<file path="src/rtl/set_assoc_cache.sv">
// Set-associative write-back, write-allocate cache between a core load/store
// port and a single-port word RAM, with LRU replacement, flush and hit/miss stats.
module set_assoc_cache #(
  parameter int unsigned SETS       = 4,
  parameter int unsigned WAYS       = 2,
  parameter int unsigned WORDS      = 4,
  parameter int unsigned DATA_WIDTH = 10,
  parameter int unsigned ADDR_WIDTH = 13,
  parameter int unsigned CNT_WIDTH  = 16
) (
  input  logic                  clk,
  input  logic                  rst,
  input  logic [ADDR_WIDTH-1:0] addr,
  input  logic                  read,
  input  logic                  write,
  input  logic [DATA_WIDTH-1:0] write_data,
  input  logic                  flush,
  output logic [DATA_WIDTH-1:0] data,
  output logic                  ready,
  output logic                  flush_done,
  output logic [ADDR_WIDTH-1:0] ram_addr,
  output logic                  ram_read,
  input  logic [DATA_WIDTH-1:0] ram_data_out,
  output logic                  ram_write,
  output logic [DATA_WIDTH-1:0] ram_data_in,
  output logic [CNT_WIDTH-1:0]  hit_cnt,
  output logic [CNT_WIDTH-1:0]  miss_cnt
);

  localparam int unsigned OFF_BITS = $clog2(WORDS);
  localparam int unsigned IDX_BITS = $clog2(SETS);
  localparam int unsigned OFF_W    = (OFF_BITS > 0) ? OFF_BITS : 1;
  localparam int unsigned IDX_W    = (IDX_BITS > 0) ? IDX_BITS : 1;
  localparam int unsigned TAG_W    = ADDR_WIDTH - OFF_BITS - IDX_BITS;
  localparam int unsigned WAY_W    = $clog2(WAYS);
  localparam int unsigned K_W      = OFF_BITS + 1;

  typedef enum logic [2:0] {S_IDLE, S_WB, S_FILL, S_FLUSH, S_FDONE} state_t;

  state_t                 state_q, state_d;
  logic [K_W-1:0]         k_q, k_d;
  logic [IDX_W-1:0]       cur_set_q, cur_set_d, fset_q, fset_d;
  logic [WAY_W-1:0]       cur_way_q, cur_way_d, fway_q, fway_d;
  logic                   flushing_q, flushing_d;
  logic [CNT_WIDTH-1:0]   hit_cnt_q, hit_cnt_d, miss_cnt_q, miss_cnt_d;

  logic                   valid_q [SETS][WAYS];
  logic                   valid_d [SETS][WAYS];
  logic                   dirty_q [SETS][WAYS];
  logic                   dirty_d [SETS][WAYS];
  logic [TAG_W-1:0]       tag_q   [SETS][WAYS];
  logic [TAG_W-1:0]       tag_d   [SETS][WAYS];
  logic [WAY_W-1:0]       age_q   [SETS][WAYS];
  logic [WAY_W-1:0]       age_d   [SETS][WAYS];
  logic [DATA_WIDTH-1:0]  line_q  [SETS][WAYS][WORDS];
  logic [DATA_WIDTH-1:0]  line_d  [SETS][WAYS][WORDS];

  logic [OFF_W-1:0]       a_off;
  logic [IDX_W-1:0]       a_idx;
  logic [TAG_W-1:0]       a_tag;
  logic                   hit;
  logic [WAY_W-1:0]       hit_way, vict_way;
  logic [WAY_W-1:0]       vmax;
  logic                   f_last;
  logic [WAY_W-1:0]       fway_nx;
  logic [IDX_W-1:0]       fset_nx;
  logic                   lru_en;
  logic [IDX_W-1:0]       lru_set;
  logic [WAY_W-1:0]       lru_way;

  assign hit_cnt  = hit_cnt_q;
  assign miss_cnt = miss_cnt_q;

  // Address split and per-set tag lookup / LRU victim selection
  always_comb begin
    a_off    = OFF_W'(addr & ADDR_WIDTH'(WORDS - 1));
    a_idx    = IDX_W'((addr >> OFF_BITS) & ADDR_WIDTH'(SETS - 1));
    a_tag    = TAG_W'(addr >> (OFF_BITS + IDX_BITS));
    hit      = 1'b0;
    hit_way  = '0;
    vict_way = '0;
    vmax     = age_q[a_idx][0];
    for (int w = 0; w < WAYS; w++) begin
      if (!hit && valid_q[a_idx][w] && (tag_q[a_idx][w] == a_tag)) begin
        hit     = 1'b1;
        hit_way = WAY_W'(w);
      end
      if (age_q[a_idx][w] > vmax) begin
        vmax     = age_q[a_idx][w];
        vict_way = WAY_W'(w);
      end
    end
  end

  // Flush scan position: next line and whether the current one is the last
  always_comb begin
    f_last  = (fway_q == WAY_W'(WAYS - 1)) && (fset_q == IDX_W'(SETS - 1));
    fway_nx = (fway_q == WAY_W'(WAYS - 1)) ? '0 : fway_q + WAY_W'(1);
    fset_nx = (fway_q == WAY_W'(WAYS - 1)) ? fset_q + IDX_W'(1) : fset_q;
  end

  // Next-state, line updates and outputs
  always_comb begin
    state_d     = state_q;
    k_d         = k_q;
    cur_set_d   = cur_set_q;
    cur_way_d   = cur_way_q;
    fset_d      = fset_q;
    fway_d      = fway_q;
    flushing_d  = flushing_q;
    hit_cnt_d   = hit_cnt_q;
    miss_cnt_d  = miss_cnt_q;
    valid_d     = valid_q;
    dirty_d     = dirty_q;
    tag_d       = tag_q;
    age_d       = age_q;
    line_d      = line_q;
    data        = '0;
    ready       = 1'b0;
    flush_done  = 1'b0;
    ram_addr    = '0;
    ram_read    = 1'b0;
    ram_write   = 1'b0;
    ram_data_in = '0;
    lru_en      = 1'b0;
    lru_set     = cur_set_q;
    lru_way     = cur_way_q;

    case (state_q)
      S_IDLE: begin
        if (read || write) begin
          if (hit) begin
            ready = 1'b1;
            if (read) begin
              data = line_q[a_idx][hit_way][a_off];
            end else begin
              line_d[a_idx][hit_way][a_off] = write_data;
              dirty_d[a_idx][hit_way]       = 1'b1;
            end
            lru_en  = 1'b1;
            lru_set = a_idx;
            lru_way = hit_way;
            if (hit_cnt_q != '1) hit_cnt_d = hit_cnt_q + CNT_WIDTH'(1);
          end else begin
            if (miss_cnt_q != '1) miss_cnt_d = miss_cnt_q + CNT_WIDTH'(1);
            cur_set_d  = a_idx;
            cur_way_d  = vict_way;
            k_d        = '0;
            flushing_d = 1'b0;
            state_d    = (valid_q[a_idx][vict_way] && dirty_q[a_idx][vict_way]) ? S_WB : S_FILL;
          end
        end else if (flush) begin
          fset_d  = '0;
          fway_d  = '0;
          state_d = S_FLUSH;
        end
      end
      S_WB: begin
        ram_write   = 1'b1;
        ram_addr    = (ADDR_WIDTH'(tag_q[cur_set_q][cur_way_q]) << (OFF_BITS + IDX_BITS))
                    | (ADDR_WIDTH'(cur_set_q) << OFF_BITS) | ADDR_WIDTH'(OFF_W'(k_q));
        ram_data_in = line_q[cur_set_q][cur_way_q][OFF_W'(k_q)];
        if (k_q == K_W'(WORDS - 1)) begin
          k_d = '0;
          if (flushing_q) begin
            dirty_d[cur_set_q][cur_way_q] = 1'b0;
            if (f_last) begin
              state_d = S_FDONE;
            end else begin
              fset_d  = fset_nx;
              fway_d  = fway_nx;
              state_d = S_FLUSH;
            end
          end else begin
            state_d = S_FILL;
          end
        end else begin
          k_d = k_q + K_W'(1);
        end
      end
      S_FILL: begin
        if (k_q != K_W'(WORDS)) begin
          ram_read = 1'b1;
          ram_addr = (ADDR_WIDTH'(a_tag) << (OFF_BITS + IDX_BITS))
                   | (ADDR_WIDTH'(cur_set_q) << OFF_BITS) | ADDR_WIDTH'(OFF_W'(k_q));
        end
        if (k_q != '0) line_d[cur_set_q][cur_way_q][OFF_W'(k_q - K_W'(1))] = ram_data_out;
        if (k_q == K_W'(WORDS)) begin
          valid_d[cur_set_q][cur_way_q] = 1'b1;
          dirty_d[cur_set_q][cur_way_q] = 1'b0;
          tag_d[cur_set_q][cur_way_q]   = a_tag;
          lru_en  = 1'b1;
          k_d     = '0;
          state_d = S_IDLE;
        end else begin
          k_d = k_q + K_W'(1);
        end
      end
      S_FLUSH: begin
        if (valid_q[fset_q][fway_q] && dirty_q[fset_q][fway_q]) begin
          cur_set_d  = fset_q;
          cur_way_d  = fway_q;
          flushing_d = 1'b1;
          k_d        = '0;
          state_d    = S_WB;
        end else if (f_last) begin
          state_d = S_FDONE;
        end else begin
          fset_d = fset_nx;
          fway_d = fway_nx;
        end
      end
      S_FDONE: begin
        flush_done = 1'b1;
        flushing_d = 1'b0;
        state_d    = S_IDLE;
      end
      default: state_d = S_IDLE;
    endcase

    // LRU touch: younger ways age by one, the touched way becomes youngest
    if (lru_en) begin
      for (int v = 0; v < WAYS; v++) begin
        if (age_q[lru_set][v] < age_q[lru_set][lru_way]) age_d[lru_set][v] = age_q[lru_set][v] + WAY_W'(1);
      end
      age_d[lru_set][lru_way] = '0;
    end
  end

  // State and line storage registers
  always_ff @(posedge clk or posedge rst) begin
    if (rst) begin
      state_q    <= S_IDLE;
      k_q        <= '0;
      cur_set_q  <= '0;
      cur_way_q  <= '0;
      fset_q     <= '0;
      fway_q     <= '0;
      flushing_q <= 1'b0;
      hit_cnt_q  <= '0;
      miss_cnt_q <= '0;
      valid_q    <= '{default: 1'b0};
      dirty_q    <= '{default: 1'b0};
      tag_q      <= '{default: '0};
      line_q     <= '{default: '0};
      for (int s = 0; s < SETS; s++) begin
        for (int w = 0; w < WAYS; w++) begin
          age_q[s][w] <= WAY_W'(WAYS - 1 - w);
        end
      end
    end else begin
      state_q    <= state_d;
      k_q        <= k_d;
      cur_set_q  <= cur_set_d;
      cur_way_q  <= cur_way_d;
      fset_q     <= fset_d;
      fway_q     <= fway_d;
      flushing_q <= flushing_d;
      hit_cnt_q  <= hit_cnt_d;
      miss_cnt_q <= miss_cnt_d;
      valid_q    <= valid_d;
      dirty_q    <= dirty_d;
      tag_q      <= tag_d;
      age_q      <= age_d;
      line_q     <= line_d;
    end
  end

endmodule
</file>
<file path="config.mk">
export PLATFORM = sky130hd
export DESIGN_NAME = set_assoc_cache
export DESIGN_NICKNAME = d
export VERILOG_FILES = /design/src/rtl/set_assoc_cache.sv
export SDC_FILE = /design/constraint.sdc
export NUM_CORES = 2
export LEC_CHECK = 0
export CELL_PAD_IN_SITES_DETAIL_PLACEMENT = 1
export CELL_PAD_IN_SITES_GLOBAL_PLACEMENT = 1
export CORE_ASPECT_RATIO = 1.25
export CORE_UTILIZATION = 46
export CTS_CLUSTER_DIAMETER = 200
export CTS_CLUSTER_SIZE = 12
export DETAILED_ROUTE_END_ITERATION = 8
export GPL_ROUTABILITY_DRIVEN = 0
export PLACE_DENSITY = 0.89
export SLEW_MARGIN = 20
export SYNTH_ARGS = -nofsm -noshare
export SYNTH_HDL_FRONTEND = slang
export SYNTH_SLANG_ARGS = --single-unit
</file>
<file path="constraint.sdc">
create_clock -name clk -period 13.08 [get_ports clk]
set_clock_uncertainty 0.1 [all_clocks]
set_input_delay 1.308 -clock clk [delete_from_list [all_inputs] [get_ports clk]]
set_output_delay 1.308 -clock clk [all_outputs]
set_load 0.02 [all_outputs]
</file>
==> results.toml <==
[critical_path]
timing.critical_path.from_type = "input pin"
worst-path-max-fanout = 71
ff2ff_path_depth = 7
worst_r2r_endpoint = "line_q[112]"
timing_worst_setup_path_type = "input pin to output port"
worstSetupEndpoint = "data[0]"
worstReg2RegStart = "cur_set_q[1]"
crit_required_ns = 11.67
setup.reg_to_reg.worst_slack_ns = 8.15
arrival_time_at_the_worst_endpoint_ns = 6.74
worstSetupEndpointType = "output port"
setup.worst_path.start = "addr[2]"

[floorplanning]
initial_utilization_pct = 46.6
io_pins = 107
die_outline_area_mm2 = 0.0626
core_mm2 = 0.0608
dieWidth_um = 224
fp.dieH_um = 280
cell_row_count = 101

[sta]
clock.fmax_mhz = 123
final-hold-violation-count = 0
totalNegativeSetupSlack_ns = 0
grt_setup_unrepaired = "false"
fin_ws_ns = 4.93
maxSlewHeadroom_pct = 17.8
report.final.slew_viol_count = 0
setup_viol = 0
min_tclk_post_route_ns = 8.15
final.period_utilization_pct = 62.3
timing.hold.ws_ns = 0.407
tightest_slew_ns = 1.23

[pwr]
netSwitchingFraction_pct = 42.1
power.share.combinational_pct = 38.3
p_switching_mw = 2.10
power_per_cell_area_mw_per_mm2 = 161
cellLeakagePower_nw = 13.2
worst_ir_drop_vdd_uv = 130
internal-power_mw = 2.89
power.sequential.fraction_pct = 37.1
pwr-share-clk_pct = 24.6

[finish]
area_delta_synth_final_pct = 9.52
drive_gt1_share_pct = 29.9
nNetsFinal = 2284

[clock_tree]
clock_insertion_delay_worst_skew_ns = 0.63
cts.repair_timing.setup_buffer_count = 0
clk_pin_slew_worst_paths_ns = 0.06
clock_sinks = 461
cts_made_buffers = 44
cts_buffer_depth = 3
cts_hold_buf = 0
htree_num_levels = 2
clock_tree_from_tritoncts = "done"
post_cts_resize_count = 0
clock-root-buffer = "clkbuf_16"

[yosys]
ys_seq_area_share_pct = 40.7
post-synth-top-area-cell = "dfrtp_1"
area_contributors_post_synth = "dfrtp_1 (40%), mux4_2 (18%), mux2_2 (12%), o22ai_1 (5.6%), mux2_1 (4.2%)"
synth.yosys.warnings = 0
synthesis.instances = 2287
synth_enable_flop_cells = 0
yosys.area.top_type_share_pct = 40.3
dominantRegCellSynth = "dfrtp_1"
distinct_cells_synth = 71
mappedNetlistNets = 2335
ff_latch_count_synth = 461
postSynth.asyncResetShare_pct = 100
postSynthAreaPerCell_um2 = 12.4
mappedNetlistArea_mm2 = 0.0284

[route]
viasPerCell = 7.56
total_number_of_vias = 23308
drt_iter0_drc = 2959
route.final.wire_length_um = 110000
route.detailed.drc = 0
routed_wire_length_per_instance_um = 35.8
final_antenna_net_count = 0
drt_first_pass_iters = 6

[place]
io_buffers = 106
total_half_perimeter_wirelength_after_legalization_and_detailed_placement_um = 71900
dp_worst_slack_ns = 5.02

[grt]
antenna_found_initial = 13
globalRouteTotalUtil_pct = 35.9
largest_net_degree_at_the_start_of_global_routing = 178
globalRoute.totalOverflow = 0
global_route_wire_length_before_repair_um = 166000
grt_pass1_vias = 24740

[outcome]
run_status = "finished clean"

[min_path]
min_path_type = "flop to flop"

[flow_run]
drv.max_cap_violation_count = 0
placed cells by master, fill, tap and decap left out, drive strengths merged, types with 35 or more instances in the layout:
cell type	n
nand2	155
buf	35
clkbuf	59
nor2	72
a22o	71
mux2	398
mux4	229
dfrtp	457
clkdlybuf4s50	104
xnor2	36
o22ai	254
o21ai	46
mux2i	38
nand3	47
registers in the layout (all words and copies together), names as in the netlist, 2 cells and up:
signal,flops
hit_cnt,16
tag_q,72
fset_q,2
state_q,3
dirty_q,8
miss_cnt,16
cur_set_q,2
valid_q,8
k_q,3
line_q,320
age_q,8
worst min-delay path by stage:
stage / from / to / slack, ns / depth (start not counted)
floorplan: valid_q[2] / valid_q[2] / 0.36 / 1
global placement: valid_q[1] / valid_q[1] / 0.38 / 1
detailed placement: valid_q[2] / valid_q[2] / 0.39 / 1
CTS: valid_q[2] / valid_q[2] / 0.40 / 1
global route: valid_q[2] / valid_q[2] / 0.41 / 1
finish: hit_cnt[5] / hit_cnt[5] / 0.41 / 1
Yosys cell counts, types with 35 or more instances:
library cell  number
o21ai_0           42
mux2_2           291
clkbuf_1         186
mux2i_1           38
nor2_1            54
o22ai_1          254
nand2_1          139
nand3_1           47
mux2_1           107
a22o_1            71
dfrtp_1          457
xnor2_1           35
mux4_2           229
layer usage:
layer	GRT usage (%)	vias up	share of wire, %
li1	-	8769	-
met1	39.6	11934	31
met2	56.0	1866	46
met3	12.9	727	12
met4	28.5	12	10
met5	2.28	-	0.23
worst max-delay path: stages:
cell and delay [ns]:
buf_6 0.61, buf_4 0.87, mux4_2 0.43, xnor2_1 0.21, nand4_1 0.26, a211oi_4 0.35, nand3b_2 0.18, buf_4 0.58
mux2i_1 0.17, mux4_2 0.48, a311oi_1 0.41, clkdlybuf4s50_1 0.69
metrics by stage:
stage	std cells	area (um2)	util [%]	total power, mW
after floorplan	2287	28400	-	3.02
after global placement	3014	29800	49.0	3.55
after detailed placement	3014	29800	49.0	3.67
after CTS	3076	31000	51.0	4.89
after global routing	3078	31000	51.1	5.10
final	3085	31100	51.1	4.99
power by group through the flow:
stage / sequential (mW) / combinational (mW) / clock [mW]
after floorplan: 1.72 / 1.30 / 0
after global placement: 1.83 / 1.73 / 0
after detailed placement: 1.86 / 1.81 / 0
after CTS: 1.84 / 1.83 / 1.23
after global routing: 1.87 / 1.96 / 1.27
final: 1.85 / 1.91 / 1.23
cells by family (layout without fill, tap and decap cells):
logic type	count (synthesis)	after routing	share of synthesized area, %
adder cells (fa/ha/maj)	10	10	0.441
buffers and inverters	250	215	3.64
multiplexers	665	665	35.3
flip-flops	461	461	40.7
XOR/XNOR	50	50	1.57
other	0	9	0
AND/OR/NAND/NOR	382	382	7.11
AO/OA/AOI/OAI	469	469	11.2
cell type report:
class,instances,area [um2]
Clock buffer,59,1180
Fill cell,6062,29700
Inverter,14,56.3
Sequential cell,461,11500
Clock inverter,3,55.1
Tap cell,824,1030
Timing Repair Buffer,139,1350
Multi-Input combinational cell,1576,15800
Antenna cell,9,22.5
(Power assumes the default switching activity.)
